<file path="config.mk">
export PLATFORM = sky130hd
export DESIGN_NAME = tinyalu_stim_gen
export DESIGN_NICKNAME = d
export VERILOG_FILES = /design/src/rtl/tinyalu_pkg.sv /design/src/rtl/tinyalu_stim_gen_lfsr32.sv /design/src/rtl/tinyalu_stim_gen.sv
export SDC_FILE = /design/constraint.sdc
export NUM_CORES = 1
export LEC_CHECK = 0
export BUFFER_PORTS_ARGS = -buffer_cell sky130_fd_sc_hd__buf_2
export CAP_MARGIN = 25
export CORE_ASPECT_RATIO = 1.25
export CORE_MARGIN = 1
export CORE_UTILIZATION = 40
export CTS_BUF_LIST = sky130_fd_sc_hd__clkbuf_8 sky130_fd_sc_hd__clkbuf_16
export CTS_CLUSTER_DIAMETER = 40
export DETAILED_ROUTE_END_ITERATION = 12
export PLACE_DENSITY = 0.65
export SLEW_MARGIN = 5
export SYNTH_ARGS = -nofsm -noshare
export SYNTH_HDL_FRONTEND = slang
export SYNTH_HIERARCHICAL = 1
export SYNTH_SLANG_ARGS = --single-unit
</file>
<file path="constraint.sdc">
create_clock -name clk -period 2.85 [get_ports clk]
set_input_delay 0.1425 -clock clk [delete_from_list [all_inputs] [get_ports clk]]
set_output_delay 0.1425 -clock clk [all_outputs]
set_load 0.03 [all_outputs]
</file>
<file path="src/rtl/tinyalu_pkg.sv">
// tinyalu_pkg: shared types and helpers for the tinyALU random-stimulus engine.
// Holds the ALU operation encoding, the generator state enum, the LFSR
// feedback polynomial and the mapping from random bits to an operation.
package tinyalu_pkg;

    // ALU operation codes as driven on the op pins.
    typedef enum logic [2:0] {
        no_op  = 3'b000,
        add_op = 3'b001,
        and_op = 3'b010,
        xor_op = 3'b011,
        mul_op = 3'b100,
        rst_op = 3'b111
    } operation_t;

    // Stimulus generator sequencing states.
    typedef enum logic [2:0] {
        ST_IDLE  = 3'd0,
        ST_GEN   = 3'd1,
        ST_ISSUE = 3'd2,
        ST_NOP   = 3'd3,
        ST_RST   = 3'd4,
        ST_FIN   = 3'd5
    } stim_state_t;

    // Right-shifting Galois LFSR taps for x^32 + x^22 + x^2 + x + 1.
    localparam logic [31:0] LFSR_TAPS = 32'h8020_0003;

    // One step of the Galois LFSR: shift right, fold the tap mask in when
    // the bit shifted out is set.
    function automatic logic [31:0] lfsr_step(input logic [31:0] cur);
        logic [31:0] nxt;
        nxt = {1'b0, cur[31:1]};
        if (cur[0]) begin
            nxt = nxt ^ LFSR_TAPS;
        end else begin
            nxt = nxt;
        end
        return nxt;
    endfunction

    // Map the three op-choice bits onto an operation. Two codes map to
    // no_op and two to rst_op, so the mix is 2/8 idle, 2/8 reset, 4/8 ALU.
    function automatic operation_t op_choice(input logic [2:0] bits);
        operation_t sel;
        case (bits)
            3'b000:  sel = no_op;
            3'b001:  sel = add_op;
            3'b010:  sel = and_op;
            3'b011:  sel = xor_op;
            3'b100:  sel = mul_op;
            3'b101:  sel = no_op;
            3'b110:  sel = rst_op;
            3'b111:  sel = rst_op;
            default: sel = no_op;
        endcase
        return sel;
    endfunction

endpackage

</file>
<file path="src/rtl/tinyalu_stim_gen_lfsr32.sv">
// lfsr32: 32-bit Galois LFSR used as the random source of the stimulus
// engine. 'load' reloads the seed (an all-zero seed would lock the register,
// so it is replaced by 1); 'step' advances one position. 'value_next' exposes
// the value the register takes on the next step so callers can register
// fields drawn from the new value in the same cycle the register advances.
module lfsr32
    import tinyalu_pkg::*;
#(
    parameter logic [31:0] SEED = 32'hACE1_2D5F
) (
    input  logic        clk,
    input  logic        load,
    input  logic        step,
    output logic [31:0] value,
    output logic [31:0] value_next
);

    localparam logic [31:0] SEED_SAFE = (SEED == 32'h0000_0000) ? 32'h0000_0001 : SEED;

    // Next-state of the shift register, shared with the consumer.
    always_comb begin
        value_next = lfsr_step(value);
    end

    // Shift register: reload has priority over stepping.
    always_ff @(posedge clk) begin
        if (load) begin
            value <= SEED_SAFE;
        end else if (step) begin
            value <= value_next;
        end else begin
            value <= value;
        end
    end

endmodule

</file>
<file path="src/rtl/tinyalu_stim_gen.sv">
// tinyalu_stim_gen: LFSR-driven random stimulus engine for the tinyALU.
// Issues a programmed number of random operations over the start/done
// handshake, captures results, inserts ALU reset pulses and aborts a run
// when the ALU fails to answer within TIMEOUT cycles.
// Optional build macro: TINYALU_STIM_CORNER_EN biases each operand towards
// all-zeros / all-ones using a 2-bit LFSR field (A: bits 20:19, B: 22:21).
module tinyalu_stim_gen #(
    parameter int          DATA_W  = 8,
    parameter int          COUNT_W = 16,
    parameter logic [31:0] SEED    = 32'hACE1_2D5F,
    parameter int          TIMEOUT = 64
) (
    input  logic                  clk,
    input  logic                  reset,
    input  logic                  go_i,
    input  logic [COUNT_W-1:0]    num_ops_i,
    output logic [DATA_W-1:0]     A,
    output logic [DATA_W-1:0]     B,
    output logic [2:0]            op,
    output logic                  start,
    output logic                  alu_reset,
    input  logic                  done_i,
    input  logic [2*DATA_W-1:0]   result_i,
    output logic [2*DATA_W-1:0]   result_o,
    output logic                  result_vld_o,
    output logic [COUNT_W-1:0]    ops_done_o,
    output logic                  busy_o,
    output logic                  finished_o,
    output logic                  timeout_o
);

    import tinyalu_pkg::*;

    localparam int WAIT_W = $clog2(TIMEOUT + 1);
    localparam logic [WAIT_W-1:0]  WAIT_LAST = WAIT_W'(TIMEOUT - 1);
    localparam logic [WAIT_W-1:0]  WAIT_ONE  = WAIT_W'(1);
    localparam logic [COUNT_W-1:0] CNT_ONE   = COUNT_W'(1);
    localparam logic [COUNT_W:0]   EXT_ONE   = (COUNT_W + 1)'(1);

    stim_state_t          state_r;
    logic [COUNT_W-1:0]   num_ops_r;
    logic [WAIT_W-1:0]    wait_cnt_r;

    logic [31:0]          lfsr_value_s;
    logic [31:0]          lfsr_next_s;
    logic                 lfsr_step_s;

    operation_t           gen_choice_s;
    logic [DATA_W-1:0]    gen_a_s;
    logic [DATA_W-1:0]    gen_b_s;
    logic [COUNT_W:0]     ops_plus_one_s;
    logic                 more_ops_s;
    logic                 unused_lfsr_s;

    // Spread an 8-bit LFSR slice over DATA_W bits (repeat for wide
    // operands, truncate for narrow ones).
    function automatic logic [DATA_W-1:0] replicate_byte(input logic [7:0] slice);
        logic [DATA_W-1:0] res;
        res = '0;
        for (int i = 0; i < DATA_W; i++) begin
            res[i] = slice[i % 8];
        end
        return res;
    endfunction

`ifdef TINYALU_STIM_CORNER_EN
    // Corner bias: 00 forces all-zeros, 11 forces all-ones, else keep random.
    function automatic logic [DATA_W-1:0] bias_operand(input logic [DATA_W-1:0] raw,
                                                       input logic [1:0]        sel);
        logic [DATA_W-1:0] res;
        case (sel)
            2'b00:   res = '0;
            2'b11:   res = '1;
            default: res = raw;
        endcase
        return res;
    endfunction
`endif

    // The LFSR only moves in GEN; reset reloads the seed, runs never do.
    assign lfsr_step_s = (state_r == ST_GEN);

    lfsr32 #(
        .SEED (SEED)
    ) u_lfsr (
        .clk        (clk),
        .load       (reset),
        .step       (lfsr_step_s),
        .value      (lfsr_value_s),
        .value_next (lfsr_next_s)
    );

    // Only the low LFSR bits feed the op/operand fields; fold the rest away.
    assign unused_lfsr_s = ^{lfsr_value_s, lfsr_next_s[31:19]};

    // Draw op and operands from the value the LFSR takes at the end of GEN.
    always_comb begin
        gen_choice_s = op_choice(lfsr_next_s[2:0]);
`ifdef TINYALU_STIM_CORNER_EN
        gen_a_s = bias_operand(replicate_byte(lfsr_next_s[10:3]), lfsr_next_s[20:19]);
        gen_b_s = bias_operand(replicate_byte(lfsr_next_s[18:11]), lfsr_next_s[22:21]);
`else
        gen_a_s = replicate_byte(lfsr_next_s[10:3]);
        gen_b_s = replicate_byte(lfsr_next_s[18:11]);
`endif
    end

    // Decide whether the op completing now is the last one of the run;
    // the extra bit keeps the +1 from wrapping at the counter maximum.
    always_comb begin
        ops_plus_one_s = {1'b0, ops_done_o} + EXT_ONE;
        more_ops_s     = (ops_plus_one_s < {1'b0, num_ops_r});
    end

    // Sequencer: state, counters and every registered output.
    always_ff @(posedge clk) begin
        if (reset) begin
            state_r      <= ST_IDLE;
            num_ops_r    <= '0;
            wait_cnt_r   <= '0;
            A            <= '0;
            B            <= '0;
            op           <= no_op;
            start        <= 1'b0;
            alu_reset    <= 1'b0;
            result_o     <= '0;
            result_vld_o <= 1'b0;
            ops_done_o   <= '0;
            busy_o       <= 1'b0;
            finished_o   <= 1'b0;
            timeout_o    <= 1'b0;
        end else begin
            result_vld_o <= 1'b0;
            finished_o   <= 1'b0;
            case (state_r)
                ST_IDLE: begin
                    if (go_i) begin
                        num_ops_r  <= num_ops_i;
                        ops_done_o <= '0;
                        timeout_o  <= 1'b0;
                        busy_o     <= 1'b1;
                        if (num_ops_i == {COUNT_W{1'b0}}) begin
                            state_r <= ST_FIN;
                        end else begin
                            state_r <= ST_GEN;
                        end
                    end else begin
                        busy_o <= 1'b0;
                    end
                end
                ST_GEN: begin
                    A          <= gen_a_s;
                    B          <= gen_b_s;
                    wait_cnt_r <= '0;
                    case (gen_choice_s)
                        no_op: begin
                            op      <= no_op;
                            start   <= 1'b1;
                            state_r <= ST_NOP;
                        end
                        rst_op: begin
                            op        <= rst_op;
                            start     <= 1'b0;
                            alu_reset <= 1'b1;
                            state_r   <= ST_RST;
                        end
                        default: begin
                            op      <= gen_choice_s;
                            start   <= 1'b1;
                            state_r <= ST_ISSUE;
                        end
                    endcase
                end
                ST_ISSUE: begin
                    // done has priority over a timeout expiring this cycle.
                    if (done_i) begin
                        result_o     <= result_i;
                        result_vld_o <= 1'b1;
                        ops_done_o   <= ops_done_o + CNT_ONE;
                        start        <= 1'b0;
                        state_r      <= more_ops_s ? ST_GEN : ST_FIN;
                    end else if (wait_cnt_r == WAIT_LAST) begin
                        timeout_o <= 1'b1;
                        start     <= 1'b0;
                        state_r   <= ST_FIN;
                    end else begin
                        wait_cnt_r <= wait_cnt_r + WAIT_ONE;
                    end
                end
                ST_NOP: begin
                    start      <= 1'b0;
                    ops_done_o <= ops_done_o + CNT_ONE;
                    state_r    <= more_ops_s ? ST_GEN : ST_FIN;
                end
                ST_RST: begin
                    alu_reset  <= 1'b0;
                    ops_done_o <= ops_done_o + CNT_ONE;
                    state_r    <= more_ops_s ? ST_GEN : ST_FIN;
                end
                ST_FIN: begin
                    finished_o <= 1'b1;
                    busy_o     <= 1'b0;
                    state_r    <= ST_IDLE;
                end
                default: begin
                    start     <= 1'b0;
                    alu_reset <= 1'b0;
                    busy_o    <= 1'b0;
                    state_r   <= ST_IDLE;
                end
            endcase
        end
    end

endmodule

</file>
==> results.json <==
{
  "cap_violations": 0,
  "drc": 0,
  "rows": 46,
  "post_drt_wl_per_cell_microns": 13.4,
  "clk_transition_reported_paths_ns": 0.06,
  "clkLatencyLatePin_ns": 0.40,
  "grtUsageTotal_pct": 17.9,
  "irDropWorstVdd_v": 0.000577,
  "dr.pass1.iters": 5,
  "critPathArrivalTime_ns": 2.90,
  "rsz0062_at_grt": "no",
  "fill_cells": 1242,
  "ant_nets": 0,
  "layout.nets": 779,
  "syn_avg_cell_area_sq_um": 8.47,
  "finalCritPeriodShare_pct": 92.1,
  "instances_no_fill": 907,
  "diodes": 0,
  "dp.cells": 846,
  "status": "complete, no violations",
  "path_max_fanout": 9,
  "crit_slowest_cell": "dfxtp_1",
  "power.density_nw_per_um2": 939,
  "tightest_slew_ns": 0.703,
  "initial_core_util_pct": 41.5,
  "finalMaxSlewViolations": 0,
  "vias": 4584,
  "cp-start-kind": "flip-flop",
  "cp_slowest_stage_delay_ns": 0.53,
  "grt_overflow": 0,
  "pin_count": 93,
  "finalHoldViolations": 0,
  "post_cts_buffers": 0,
  "antenna_found_initial": 0,
  "hp-class": "in -> reg",
  "end_kind": "flip-flop",
  "drt-total-wl_microns": 12200,
  "cp_num_buf_inv": 0,
  "htreeDepth": 4,
  "tns_ns": 0,
  "syn_nets": 685,
  "cp.required_ns": 3.13,
  "cts.sinks": 115,
  "vias_per_cell": 5.05,
  "drt_iter0_drc": 216,
  "coreArea_sq_um": 12900,
  "root_buffer": "clkbuf_16",
  "area_growth_syn_to_layout_pct": 24.3,
  "syn-cell-area_sq_um": 5350,
  "setup_viol": 0,
  "critPathTopFamily": "simple AND/OR/NAND/NOR gates",
  "cts-buffers-inserted": 17,
  "dpl.hpwl_microns": 8340,
  "p_leak_nw": 2.79,
  "grt_pass1_wl_microns": 19800,
  "clk_path_buf_depth": 2,
  "slew-limit-headroom_pct": 52.9,
  "dieArea_sq_um": 13900,
  "fmax_ghz": 0.381,
  "path_common_cell": "nor2_1",
  "grt_pass1_vias": 4353,
  "die_x_microns": 105,
  "yosys_warnings": 6,
  "syn_inst": 632,
  "die_h_microns": 131,
  "grt_max_degree": 48,
  "path_class": "reg -> reg",
  "fin_skew_ns": 0.00690,
  "layout-drive-gt1-share_pct": 19.5,
  "period_needed_ns": 2.63,
  "gp_congestion": 0.828,
  "cts_tree": "yes",
  "io_buffer_count": 92,
  "cp_cell_sequence": "nand4_4 -> nor2_1 -> nand3_1 -> xnor2_1 -> ha_1 -> nand4_1 -> nor2_1 -> a2111oi_1 -> or3_1 -> a21oi_1"
}
==> repair_timing <==
action                                 4_1_cts  5_1_grt
endpoints found under the hold margin       29        0
setup endpoints to repair                    0        1
hold buffers                                29        0
gates resized for setup                      0        5
==> state kept, by name, indices dropped and copies added, names as in the netlist <==
| signal | flops |
|---|---|
| start | 1 |
| op | 3 |
| alu_reset | 1 |
| finished_o | 1 |
| B | 8 |
| result_vld_o | 1 |
| timeout_o | 1 |
| num_ops_r | 16 |
| ops_done_o | 16 |
| wait_cnt_r | 7 |
| busy_o | 1 |
| result_o | 16 |
| u_lfsr/value | 32 |
| A | 8 |
| state_r | 3 |
==> worst paths after layout <==
check | from | endpoint | slack (ns) | cells after the start
worst min register to register | B[3]$_SDFFE_PP0P_ | B[3]$_SDFFE_PP0P_ | 0.45 | 2
worst min-delay path | num_ops_i[11] | num_ops_r[11]$_SDFFE_PP0P_ | 0.02 | 3
worst max-delay path | ops_done_o[2]$_SDFFE_PP0P_ | state_r[2]$_SDFFE_PP0P_ | 0.22 | 10
worst max register to register | ops_done_o[2]$_SDFFE_PP0P_ | state_r[2]$_SDFFE_PP0P_ | 0.22 | 10
==> placed cells by master (no fill, tap or decap), drive strengths merged, types with 7 or more instances in the layout <==
| cell type | count |
|---|---|
| a211o | 15 |
| a21oi | 86 |
| buf | 101 |
| clkbuf | 18 |
| dfxtp | 115 |
| dlygate4sd3 | 29 |
| ha | 17 |
| inv | 24 |
| mux2i | 16 |
| nand2 | 120 |
| nand3 | 17 |
| nand3b | 7 |
| nor2 | 36 |
| nor2b | 14 |
| nor3 | 15 |
| nor4 | 8 |
| o21ai | 18 |
| or3 | 8 |
| xnor2 | 12 |
| xor2 | 10 |
==> stage by stage <==
step	worst slack (ns)	cell area [sq um]	power, mW	utilization [%]	hold slack, ns
final	0.225	6660	6.25	51.6	0.0207
after global routing	0.00492	6660	6.64	51.6	0.00915
after CTS	0.202	6630	6.31	51.5	0.00185
after detailed placement	0.261	5730	4.09	44.5	0.388
after global placement	0.318	5730	4.04	44.5	0.386
after floorplan	0.135	5350	3.82	-	0.276
==> worst reg2reg max path, cell delays in order (launching register included) <==
cell	delay, ns
dfxtp_1	0.53
nand4_4	0.17
nor2_1	0.31
nand3_1	0.17
xnor2_1	0.24
ha_1	0.29
nand4_1	0.14
nor2_1	0.06
a2111oi_1	0.37
or3_1	0.16
a21oi_1	0.05
==> final cells by class <==
cell class | count | area [sq um] | area share [%]
Inverter | 21 | 92.6 | 1.39
Timing Repair Buffer | 130 | 833 | 12.5
Clock buffer | 18 | 439 | 6.60
Tap cell | 168 | 210 | 3.16
Sequential cell | 115 | 2300 | 34.6
Clock inverter | 14 | 171 | 2.58
Multi-Input combinational cell | 441 | 2610 | 39.2
==> report_power, final <==
group	leakage (nW)	total, mW	internal (mW)	switching [mW]
logic	1.54	1.87	0.717	1.16
clock network	0.314	2.16	1.46	0.700
registers	0.938	2.21	1.97	0.243
total	2.79	6.25	4.15	2.10
==> layer usage <==
| layer | GRT usage (%) | up-vias | share of wire [%] |
|---|---|---|---|
| li1 | - | 2326 | - |
| met1 | 20.0 | 2131 | 42 |
| met2 | 31.5 | 112 | 52 |
| met3 | 5.21 | 15 | 5.0 |
| met4 | 6.81 | 0 | 1.1 |
| met5 | 0 | - | 0 |
(Power assumes the default switching activity.)
